--- src/rtl/regfile_wb_arbiter.sv ---
// Two-requester writeback arbiter for the register file write port.
// Each requester feeds a private FIFO; a round-robin arbiter issues at most
// one registered write per cycle and reports in-flight targets via pending_mask.
module regfile_wb_arbiter #(
  parameter int unsigned DEPTH  = 2,
  parameter int unsigned DATA_W = 32,
  parameter int unsigned ADDR_W = 4
) (
  input  logic                 clk,
  input  logic                 rst,
  input  logic                 flush,
  input  logic                 req0_valid,
  output logic                 req0_ready,
  input  logic [ADDR_W-1:0]    req0_addr,
  input  logic [DATA_W-1:0]    req0_data,
  input  logic                 req1_valid,
  output logic                 req1_ready,
  input  logic [ADDR_W-1:0]    req1_addr,
  input  logic [DATA_W-1:0]    req1_data,
  output logic                 wr_en,
  output logic [ADDR_W-1:0]    wr_addr,
  output logic [DATA_W-1:0]    wr_data,
  output logic [2**ADDR_W-1:0] pending_mask
);

  localparam int unsigned PTR_W = $clog2(DEPTH);

  typedef enum logic {
    GRANT_REQ0 = 1'b0,
    GRANT_REQ1 = 1'b1
  } grant_e;

  logic [1:0]        req_valid;
  logic [1:0]        req_ready;
  logic [1:0]        push;
  logic [1:0]        pop;
  logic [1:0]        empty;
  logic [1:0]        full;
  logic [ADDR_W-1:0] req_addr [2];
  logic [DATA_W-1:0] req_data [2];

  logic [ADDR_W-1:0] addr_mem_q [2][DEPTH];
  logic [DATA_W-1:0] data_mem_q [2][DEPTH];
  logic [PTR_W:0]    wr_ptr_q [2];
  logic [PTR_W:0]    wr_ptr_d [2];
  logic [PTR_W:0]    rd_ptr_q [2];
  logic [PTR_W:0]    rd_ptr_d [2];

  grant_e            last_grant_q, last_grant_d;
  logic              gsel;
  logic              wr_en_q, wr_en_d;
  logic [ADDR_W-1:0] wr_addr_q, wr_addr_d;
  logic [DATA_W-1:0] wr_data_q, wr_data_d;

  assign req_valid   = {req1_valid, req0_valid};
  assign req_addr[0] = req0_addr;
  assign req_addr[1] = req1_addr;
  assign req_data[0] = req0_data;
  assign req_data[1] = req1_data;

  assign req0_ready  = req_ready[0];
  assign req1_ready  = req_ready[1];
  assign wr_en       = wr_en_q;
  assign wr_addr     = wr_addr_q;
  assign wr_data     = wr_data_q;

  // FIFO status and accept decision; ready deliberately ignores a same-cycle pop
  always_comb begin
    for (int unsigned n = 0; n < 2; n++) begin
      empty[n]     = (wr_ptr_q[n] == rd_ptr_q[n]);
      full[n]      = (wr_ptr_q[n][PTR_W] != rd_ptr_q[n][PTR_W]) &&
                     (wr_ptr_q[n][PTR_W-1:0] == rd_ptr_q[n][PTR_W-1:0]);
      req_ready[n] = !full[n] && !flush;
      push[n]      = req_valid[n] && req_ready[n];
    end
  end

  // Round-robin grant over FIFO heads and next value of the write port
  always_comb begin
    pop          = '0;
    gsel         = 1'b0;
    last_grant_d = last_grant_q;
    wr_en_d      = 1'b0;
    wr_addr_d    = wr_addr_q;
    wr_data_d    = wr_data_q;
    if (!flush && (!empty[0] || !empty[1])) begin
      // With both heads valid the winner is the one not granted last time
      if (!empty[0] && !empty[1]) begin
        gsel = (last_grant_q == GRANT_REQ0);
      end else begin
        gsel = empty[0];
      end
      pop[gsel]    = 1'b1;
      wr_en_d      = 1'b1;
      wr_addr_d    = addr_mem_q[gsel][rd_ptr_q[gsel][PTR_W-1:0]];
      wr_data_d    = data_mem_q[gsel][rd_ptr_q[gsel][PTR_W-1:0]];
      last_grant_d = grant_e'(gsel);
    end
  end

  // Pointer advance; flush empties both FIFOs
  always_comb begin
    for (int unsigned n = 0; n < 2; n++) begin
      if (flush) begin
        wr_ptr_d[n] = '0;
        rd_ptr_d[n] = '0;
      end else begin
        wr_ptr_d[n] = wr_ptr_q[n] + (PTR_W+1)'(push[n]);
        rd_ptr_d[n] = rd_ptr_q[n] + (PTR_W+1)'(pop[n]);
      end
    end
  end

  // Registers targeted by any queued entry or by the write currently on the port
  always_comb begin
    logic [PTR_W:0]   occ;
    logic [PTR_W-1:0] idx;
    pending_mask = '0;
    occ          = '0;
    idx          = '0;
    for (int unsigned n = 0; n < 2; n++) begin
      occ = wr_ptr_q[n] - rd_ptr_q[n];
      for (int unsigned k = 0; k < DEPTH; k++) begin
        idx = rd_ptr_q[n][PTR_W-1:0] + PTR_W'(k);
        if ((PTR_W+1)'(k) < occ) begin
          pending_mask[addr_mem_q[n][idx]] = 1'b1;
        end
      end
    end
    if (wr_en_q) begin
      pending_mask[wr_addr_q] = 1'b1;
    end
  end

  // Control state; asynchronous reset drops all queued and in-flight writes
  always_ff @(posedge clk or negedge rst) begin
    if (!rst) begin
      for (int unsigned n = 0; n < 2; n++) begin
        wr_ptr_q[n] <= '0;
        rd_ptr_q[n] <= '0;
      end
      last_grant_q <= GRANT_REQ1;
      wr_en_q      <= 1'b0;
      wr_addr_q    <= '0;
      wr_data_q    <= '0;
    end else begin
      for (int unsigned n = 0; n < 2; n++) begin
        wr_ptr_q[n] <= wr_ptr_d[n];
        rd_ptr_q[n] <= rd_ptr_d[n];
      end
      last_grant_q <= last_grant_d;
      wr_en_q      <= wr_en_d;
      wr_addr_q    <= wr_addr_d;
      wr_data_q    <= wr_data_d;
    end
  end

  // FIFO storage; contents are only meaningful between the pointers
  always_ff @(posedge clk) begin
    for (int unsigned n = 0; n < 2; n++) begin
      if (push[n]) begin
        addr_mem_q[n][wr_ptr_q[n][PTR_W-1:0]] <= req_addr[n];
        data_mem_q[n][wr_ptr_q[n][PTR_W-1:0]] <= req_data[n];
      end
    end
  end

endmodule

--- config.mk ---
export PLATFORM = sky130hd
export DESIGN_NAME = regfile_wb_arbiter
export DESIGN_NICKNAME = d
export VERILOG_FILES = /design/src/rtl/regfile_wb_arbiter.sv
export SDC_FILE = /design/constraint.sdc
export NUM_CORES = 1
export LEC_CHECK = 0
export BUFFER_PORTS_ARGS = -buffer_cell sky130_fd_sc_hd__buf_2
export CELL_PAD_IN_SITES_DETAIL_PLACEMENT = 0
export CELL_PAD_IN_SITES_GLOBAL_PLACEMENT = 2
export CORE_ASPECT_RATIO = 0.75
export CORE_UTILIZATION = 44
export CTS_BUF_LIST = sky130_fd_sc_hd__clkbuf_4 sky130_fd_sc_hd__clkbuf_8
export CTS_CLUSTER_DIAMETER = 60
export DETAILED_ROUTE_END_ITERATION = 10
export PLACE_DENSITY_LB_ADDON = 0.25
export SYNTH_ARGS = -nofsm -noshare
export SYNTH_HDL_FRONTEND = slang
export SYNTH_SLANG_ARGS = --single-unit
--- constraint.sdc ---
create_clock -name clk -period 4.37 [get_ports clk]
set_input_delay 0.2185 -clock clk [delete_from_list [all_inputs] [get_ports clk]]
set_output_delay 0.2185 -clock clk [all_outputs]
set_load 0.02 [all_outputs]
==> impl_metrics.tcl <==
set metrics [dict create \
    async_flop_share_pct 24.2 \
    start_util_pct 45.5 \
    yosysTopAreaCell "edfxtp_1" \
    tns_ns 0 \
    hold_depth 2 \
    design.portCount 132 \
    fin_nets 883 \
    fin_crit_ns 3.36 \
    min_to "wr_ptr_q[0]" \
    dp_hpwl_um 14500 \
    tightestPinTransition_ns 1.05 \
    finalClockSkew_ns 0.0133 \
    drive_gt1_share_pct 23.7 \
    synth.area.top_cells "edfxtp_1 (51%), dfrtp_1 (13%), mux2i_1 (8.4%)" \
    drt_iter0_markers 586 \
    port_buffers 131 \
    r2r-start "rd_ptr_q[0]" \
    place_ws_ns 1.45 \
    tritoncts "built" \
    gp_congestion 0.937 \
    hp-class "in -> reg" \
    detail_route.wirelength_um 21600 \
    seq_area_um2 5480 \
    numCtsBuffers 17 \
    first_global_vias 5641 \
    final_area_um2 10500 \
    nFillCells 1580 \
    chipWidth_um 162 \
    cellPowerDensity_nw_per_um2 561 \
    total_power_mw 5.87 \
    die_h_um 122 \
    cts_max_path_buffers 2 \
    p_leak_nw 3.79 \
    diodes 0 \
    die-area_um2 19900 \
    multi_input_area_um2 2810 \
    peakVddDrop_mv 0.332 \
    layout_common_cells "edfxtp_1 (144), buf_2 (131), dlygate4sd3_1 (73), mux2i_1 (71), dfrtp_1 (43)" \
    ys_seq_elements 190 \
    yosysSeqAreaShare_pct 64.5 \
    synth.avg_cell_area_um2 13.8 \
    synth_edf_count 144 \
    netlist_instances 614 \
    yosys_warnings 0 \
    clk_latency_ns 0.45 \
    finalNonFillerCells 1058 \
    ant_nets 0 \
    synth.distinct_cells 41 \
    grt_pass1_wl_um 32400 \
    timing.fmax_mhz 298 \
    maxCapViolCount 0 \
    cp.arrival_ns 3.14 \
    end_kind "output pin" \
    r2r-end "data_mem_q[1][3]" \
    synthFlopType "edfxtp_1" \
    rr_worst_depth 4 \
    via_count 6086 \
    hp-start "flush" \
    viasPerCell 5.75 \
    core-area_um2 18700 \
    whs_ns 0.122 \
    setup_viol 0 \
    detailed_place.area_um2 9340 \
    fin_ws_ns 1.01 \
    final_core_util_pct 56.1 \
    track_usage_pct 22.1 \
    grt_max_degree 53 \
    antenna_found_initial 0 \
    layout_commonest_cell "edfxtp_1" \
    cp.required_ns 4.15 \
    clock-root-buffer "clkbuf_8" \
    routedWlPerCell_um 20.4 \
    drcViolationCount 0 \
    critical_path_class "reg -> out" \
    firstDrtPassIters 8 \
    synth_area_um2 8490 \
    cts_resized 0 \
    slew_violations 0 \
    cts-htree-levels 4 \
    cts.sinks 190 \
    crit_fanout 49 \
    clkTransAtPathRegs_ns 0.09 \
    status "finished clean" \
    rows 43 \
    syn_nets 699 \
    synth.top_cell.area_share_pct 50.9 \
    syn_to_final_growth_pct 23.3 \
    rsz0062_at_grt "no" \
    numPlacedInstances 953 \
    overflow 0 \
    slew_headroom_pct 30.2 \
    start_kind "flop" \
    r2r_setup_slack_ns 1.39 \
    hold_viol_final 0 \
    period_share_pct 76.9 \
]
## layout make-up
class,count,area share (%)
sequential,190,52.3
tap,247,2.95
multi-input combinational,370,26.8
inverter,8,0.287
clock buffer,20,2.45
clock inverter,12,1.29
timing repair buffer,211,13.9
## registers in the layout (all words and copies together), names as in the netlist
register      cells
rd_ptr_q          4
addr_mem_q       16
last_grant_q      1
wr_ptr_q          4
wr_en             1
data_mem_q      128
wr_addr           4
wr_data          32
## synthesized netlist by cell type, types with 14 or more instances
cell type / n
edfxtp_1: 144
mux2i_1: 71
dfrtp_1: 45
a31oi_1: 40
a22o_1: 36
o21ai_0: 34
nand2_1: 26
clkbuf_1: 21
buf_2: 20
a211oi_1: 19
nor2_1: 17
a222oi_1: 16
o211ai_1: 15
nand3b_1: 14
## critical path: stages (launching register included)
cell	delay [ns]
dfrtp_2	0.55
buf_4	0.68
or3b_2	0.55
a222oi_1	0.48
a211oi_1	0.09
o211ai_1	0.13
buf_2	0.19
## how the worst max path moves through the flow
stage	startpoint	end	slack, ns	cells after the start
final	rd_ptr_q[0]	pending_mask[2]	1.01	6
after global routing	rd_ptr_q[0]	pending_mask[2]	0.88	6
after CTS	rd_ptr_q[0]	pending_mask[12]	1.01	6
after detailed placement	rd_ptr_q[0]	data_mem_q[1][7]	1.45	4
after global placement	rd_ptr_q[0]	data_mem_q[1][4]	1.51	4
after floorplan	wr_ptr_q[0]	addr_mem_q[1][0]	1.31	7
## timing repair
action / in CTS / in global routing
hold buffers: 73 / 0
hold endpoints to repair: 189 / 0
setup endpoints to repair: 0 / 0
buffers inserted: 0 / 0
## kinds of logic after synthesis
family	synth area share, %
flip-flops	64.5
AO/OA/AOI/OAI	15.0
AND/OR/NAND/NOR	6.59
multiplexers	8.90
buffers and inverters	2.70
XOR/XNOR	1.16
adder cells (fa/ha/maj)	1.18
## metal layers
| layer | global-route usage [%] | share of wire, % | up-vias |
|---|---|---|---|
| li1 | - | - | 2814 |
| met1 | 33.8 | 50 | 3025 |
| met2 | 31.9 | 43 | 231 |
| met3 | 5.00 | 6.1 | 16 |
| met4 | 4.60 | 1.1 | 0 |
| met5 | 0 | 0 | - |
## where the power goes
group | switching [mW] | internal (mW)
logic | 1.41 | 0.858
registers | 0.253 | 2.22
clock network | 0.600 | 0.531
total | 2.26 | 3.61
No activity file was read; power rests on OpenSTA's default activity.
